==> config.mk <==
export PLATFORM = sky130hd
export DESIGN_NAME = useq_stacked
export DESIGN_NICKNAME = d
export VERILOG_FILES = /design/src/rtl/useq_stacked.sv
export SDC_FILE = /design/constraint.sdc
export NUM_CORES = 1
export LEC_CHECK = 0
export ABC_AREA = 1
export CORE_ASPECT_RATIO = 0.6
export CORE_MARGIN = 2
export CORE_UTILIZATION = 50
export DETAILED_ROUTE_END_ITERATION = 16
export GPL_ROUTABILITY_DRIVEN = 0
export PLACE_DENSITY = 0.69
export SLEW_MARGIN = 20
export SYNTH_ARGS = -nofsm -noshare
export SYNTH_HDL_FRONTEND = slang
export SYNTH_SLANG_ARGS = --single-unit
==> constraint.sdc <==
create_clock -name clk -period 6.8 [get_ports clk]
set_input_delay 0.68 -clock clk [delete_from_list [all_inputs] [get_ports clk]]
set_output_delay 0.68 -clock clk [all_outputs]
set_load 0.01 [all_outputs]
==> src/rtl/useq_stacked.sv <==
// ---------------------------------------------------------------------------
// useq_stacked -- stacked microprogram sequencer (2910-style)
//
// Produces the next microaddress Y from a 4-bit opcode, a condition input,
// the direct data input D, the loop counter R and a return-address stack.
// The microprogram counter uPC always loads Y + CI on a non-held edge.
//
// Ports
//   clk        rising-edge clock
//   RST_BAR    asynchronous active-low reset
//   I          opcode (0..15)
//   CCEN_BAR   condition enable, low = test CC_BAR
//   CC_BAR     condition, low = pass
//   RLD_BAR    low forces R <- D
//   CI         carry into uPC increment
//   HOLD       freezes all state
//   ERR_CLR    clears sticky OVF/UNF
//   D          direct / branch data
//   Y          next microaddress (combinational)
//   SP         stack occupancy
//   FULL_BAR   low when the stack is full
//   EMPTY      high when the stack is empty
//   RZERO      high when R == 0
//   PL_BAR / MAP_BAR / VECT_BAR   source-select strobes, active low
//   OVF / UNF  sticky push-overflow / pop-underflow flags
// ---------------------------------------------------------------------------
module useq_stacked #(
   parameter int WIDTH = 12,
   parameter int DEPTH = 5,
   localparam int SPW = $clog2(DEPTH + 1)
) (
   input  logic             clk,
   input  logic             RST_BAR,
   input  logic [3:0]       I,
   input  logic             CCEN_BAR,
   input  logic             CC_BAR,
   input  logic             RLD_BAR,
   input  logic             CI,
   input  logic             HOLD,
   input  logic             ERR_CLR,
   input  logic [WIDTH-1:0] D,
   output logic [WIDTH-1:0] Y,
   output logic [SPW-1:0]   SP,
   output logic             FULL_BAR,
   output logic             EMPTY,
   output logic             RZERO,
   output logic             PL_BAR,
   output logic             MAP_BAR,
   output logic             VECT_BAR,
   output logic             OVF,
   output logic             UNF
);

   logic [WIDTH-1:0] uPC_q, uPC_d;
   logic [WIDTH-1:0] r_q;
   logic [SPW-1:0]   sp_q;
   logic             ovf_q, unf_q;
   logic [WIDTH-1:0] stack_q [DEPTH];

   logic             fail, rNonZero, spFull, spEmpty;
   logic [SPW-1:0]   tosIdx;
   logic [WIDTH-1:0] tos;
   logic             push, pop, clrSp, rLoad, rDec;

   assign fail     = CC_BAR & ~CCEN_BAR;
   assign rNonZero = (r_q != '0);
   assign spFull   = (sp_q == SPW'(DEPTH));
   assign spEmpty  = (sp_q == '0);
   assign tosIdx   = sp_q - SPW'(1);
   // Only live entries may reach Y; an empty stack reads as zero.
   assign tos      = spEmpty ? '0 : stack_q[tosIdx];

   assign SP       = sp_q;
   assign FULL_BAR = ~spFull;
   assign EMPTY    = spEmpty;
   assign RZERO    = ~rNonZero;
   assign OVF      = ovf_q;
   assign UNF      = unf_q;
   assign MAP_BAR  = ~(I == 4'd2);
   assign VECT_BAR = ~(I == 4'd6);
   assign PL_BAR   = ~MAP_BAR | ~VECT_BAR;

   // Opcode decode: next address plus the stack and counter actions.
   // Every decrement sits in an R != 0 branch, so R never wraps.
   always_comb begin
      Y     = uPC_q;
      push  = 1'b0;
      pop   = 1'b0;
      clrSp = 1'b0;
      rLoad = 1'b0;
      rDec  = 1'b0;
      case (I)
         4'd0:  begin Y = '0; clrSp = 1'b1; end
         4'd1:  if (!fail) begin Y = D; push = 1'b1; end
         4'd2:  Y = D;
         4'd3:  if (!fail) Y = D;
         4'd4:  begin push = 1'b1; rLoad = ~fail; end
         4'd5:  begin push = 1'b1; Y = fail ? r_q : D; end
         4'd6:  if (!fail) Y = D;
         4'd7:  Y = fail ? r_q : D;
         4'd8:  if (rNonZero) begin Y = tos; rDec = 1'b1; end
                else pop = 1'b1;
         4'd9:  if (rNonZero) begin Y = D; rDec = 1'b1; end
         4'd10: if (!fail) begin Y = tos; pop = 1'b1; end
         4'd11: if (!fail) begin Y = D; pop = 1'b1; end
         4'd12: rLoad = 1'b1;
         4'd13: if (fail) Y = tos;
                else pop = 1'b1;
         4'd14: Y = uPC_q;
         4'd15: begin
            if (rNonZero) begin
               rDec = 1'b1;
               if (fail) Y = tos;
               else pop = 1'b1;
            end else begin
               pop = 1'b1;
               if (fail) Y = D;
            end
         end
         default: Y = uPC_q;
      endcase
   end

   assign uPC_d = Y + WIDTH'(CI);

   // Architectural state. HOLD freezes everything except the error-clear,
   // and a fresh error on the same edge takes priority over the clear.
   always_ff @(posedge clk or negedge RST_BAR) begin
      if (!RST_BAR) begin
         uPC_q <= '0;
         r_q   <= '0;
         sp_q  <= '0;
         ovf_q <= 1'b0;
         unf_q <= 1'b0;
      end else begin
         if (!HOLD) begin
            uPC_q <= uPC_d;
            if (!RLD_BAR || rLoad)
               r_q <= D;
            else if (rDec)
               r_q <= r_q - WIDTH'(1);
            if (clrSp)
               sp_q <= '0;
            else if (push && !spFull)
               sp_q <= sp_q + SPW'(1);
            else if (pop && !spEmpty)
               sp_q <= sp_q - SPW'(1);
         end
         if (!HOLD && push && spFull)
            ovf_q <= 1'b1;
         else if (ERR_CLR)
            ovf_q <= 1'b0;
         if (!HOLD && pop && spEmpty)
            unf_q <= 1'b1;
         else if (ERR_CLR)
            unf_q <= 1'b0;
      end
   end

   // Stack storage carries no reset; a push saves the pre-edge uPC.
   always_ff @(posedge clk) begin
      if (RST_BAR && !HOLD && push && !spFull)
         stack_q[sp_q] <= uPC_q;
   end

endmodule

==> impl_metrics.yaml <==
clocking:
  postCtsHoldBufs: 0
  post_cts_buffers: 0
  clkSinkCount: 89
  clockBufferDepth: 2
  clkSlewWorstSetupHoldPaths_ns: 0.07
  cts-buffers-inserted: 9
  cts_resized: 0
  htreeDepth: 3
  cts_tree: "built"
  cts_root_buffer: "clkbuf_16"
  clk_latency_ns: 0.36
die:
  dieArea_um2: 13400
  die_y_um: 90.5
  rows: 31
  die_x_um: 148
  initial_utilization_pct: 51.5
  pin_count: 47
  core-area_um2: 12100
sta:
  slew_headroom_pct: 29.7
  skew_ns: 0.0116
  drv_slew: 0
  period_minus_slack_ns: 5.14
  setup-violations-final: 0
  rsz0062_at_grt: "no"
  period_share_pct: 75.6
  clock.fmax_mhz: 194
  tns_ns: 0
  hold_violations: 0
  tightest_slew_ns: 1.05
grt:
  track_usage_pct: 28.0
  grt-ovfl-total: 0
  met1_usage_pct: 42.2
  antenna_found_initial: 0
  grt_busiest_layer: "met1"
  grt_pass1_vias: 5668
  grt_max_degree: 59
  use_met2_pct: 40.5
  grt_pass1_wl_um: 29300
  use_met3_pct: 7.42
finish:
  nNetsFinal: 940
  n_antenna_cell: 0
  instances_no_fill: 1079
  multi_input_area_um2: 3090
  drive_above_1_share_pct: 8.64
  n_fill_cell: 1126
  final_common_cell: "nand2_1"
  layout_common_cells: "nand2_1, inv_1, nand3_1"
  syn_to_final_growth_pct: 14.2
  ff_latch_area_um2: 2530
yosys:
  synth_compound_area_share_pct: 10.7
  synth.net_count: 909
  syn_inst: 878
  ys_seq_elements: 89
  ys_warn_count: 0
  synth-xor-area-share_pct: 1.26
  ys_seq_area_share_pct: 40.5
  syn_area_per_cell_um2: 7.10
  synth.area.mux_share_pct: 0
  synth.cell_area_um2: 6240
  synthSimpleGateAreaFrac_pct: 35.6
  synthAdderAreaFrac_pct: 1.40
  synthDistinctLibCells: 45
  synth_top_family_by_area: "simple AND/OR/NAND/NOR gates"
setup_path:
  critPathKind: "flop to primary output"
  r2r_setup_slack_ns: 2.11
  r2r_start: "SP[0]"
  crit_fanout: 33
  critPathLaunchType: "flop"
  crit_path_end_kind: "primary output"
  rr_worst_depth: 22
  worstPathArrival_ns: 4.46
  crit_required_ns: 6.12
  r2r_end: "uPC_q[8]"
worst_hold_path:
  hold_path.class: "flop to flop"
  min_from: "UNF"
  min_path_cells: 2
  min_to: "UNF"
job:
  drv_cap: 0
routing:
  post_drt_wl_per_cell_um: 17.1
  drt_iter0_markers: 799
  final_antenna_net_count: 0
  vias: 6164
  firstDrtPassIters: 6
  drc: 0
  viasPerCell: 5.71
  drt_wl_total_um: 18400
status:
  status: "complete, no violations"
power:
  p_leak_nw: 3.37
  powerDensity_nw_per_um2: 316
  vdd.ir_drop.worst_mv: 0.164
placed_design:
  dp_hpwl_um: 13400
  dp.cells: 1063
  port_buffers: 46
[worst max-delay path, cell delays in order (launching register included)]
cell and delay [ns]:
dfrtp_1 0.33, buf_4 0.34, inv_2 0.33, ha_1 0.70
inv_1 0.43, o21ai_0 0.22, o21ai_0 0.13, o21bai_1 0.27
nand2_1 0.08, nand2_1 0.09, a21oi_1 0.06, a2111oi_0 0.35
a21oi_1 0.22, clkdlybuf4s50_1 0.53
[kinds of logic after synthesis]
group / Yosys count
adders and majority gates: 7
buffers and inverters: 154
AOI/OAI and AO/OA: 119
DFF: 89
and+or+nand+nor: 500
xor gates and xnor gates: 9
[how the worst max path moves through the flow]
stage                     startpoint  endpoint  slack, ns
after floorplan                SP[0]  uPC_q[8]       3.24
after global placement      CCEN_BAR      Y[0]       2.02
after detailed placement    CCEN_BAR      Y[0]       1.82
after CTS                      SP[0]      Y[0]       1.66
after global routing           SP[0]      Y[0]       1.26
final                          SP[0]      Y[0]       1.66
[registers in the layout, indices dropped and copies added, names as in the netlist]
| signal | flops |
|---|---|
| stack_q | 60 |
| SP | 3 |
| uPC_q | 12 |
| r_q | 12 |
| OVF | 1 |
| UNF | 1 |
[power by group]
part	internal, mW	total [mW]	switching [mW]	leakage (nW)
sequential	0.647	0.727	0.0807	0.900
combinational	0.312	0.987	0.676	2.31
clock	0.296	0.538	0.242	0.157
total	1.25	2.25	0.999	3.37
[metal layers]
metal  up-vias  share of wire [%]
met5         -                  0
met4         0                1.3
met3        40                 12
met2       373                 42
met1      2854                 45
li1       2897                  -
[cells in the mapped netlist, drive strengths merged]
cell / n / share of area (%)
nand2: 329 / 21
inv: 116 / 7.0
nor2: 73 / 5.5
nand3: 69 / 6.0
o21ai: 62 / 5.0
edfxtp: 60 / 29
dfrtp: 29 / 12
a21oi: 27 / 2.2
buf: 27 / 2.8
o211ai: 14 / 1.7
nor3: 10 / 1.1
clkbuf: 8 / 0.48
ha: 7 / 1.4
nand4: 7 / 1.0
o22ai: 7 / 0.70
xor2: 7 / 0.98
nand3b: 6 / 0.72
a31oi: 5 / 0.50
nor4: 5 / 0.50
clkinv: 3 / 0.28
o21bai: 2 / 0.24
xnor2: 2 / 0.28
a2111oi: 1 / 0.14
a22oi: 1 / 0.12
and2: 1 / 0.10
[per-stage QoR]
stage	instance area [um2]	worst slack, ns	util [%]	power (mW)	hold WS (ns)
final	7120	1.66	58.9	2.25	0.530
after global routing	7120	1.26	58.9	2.40	0.557
after CTS	7120	1.66	58.9	2.24	0.535
after detailed placement	6800	1.82	56.2	1.70	0.525
after global placement	6800	2.02	56.2	1.67	0.515
after floorplan	6240	3.24	-	1.39	0.384
[area by class of cell]
type                    count  area share [%]
clock buffers               9            3.16
clock inverters             7            1.33
inverters                 119            6.39
multi-input cells         635            43.3
flip-flops and latches     89            35.5
well taps                 165            2.90
repair buffers             55            7.41
Note: power is estimated with default switching activity, not from simulation.
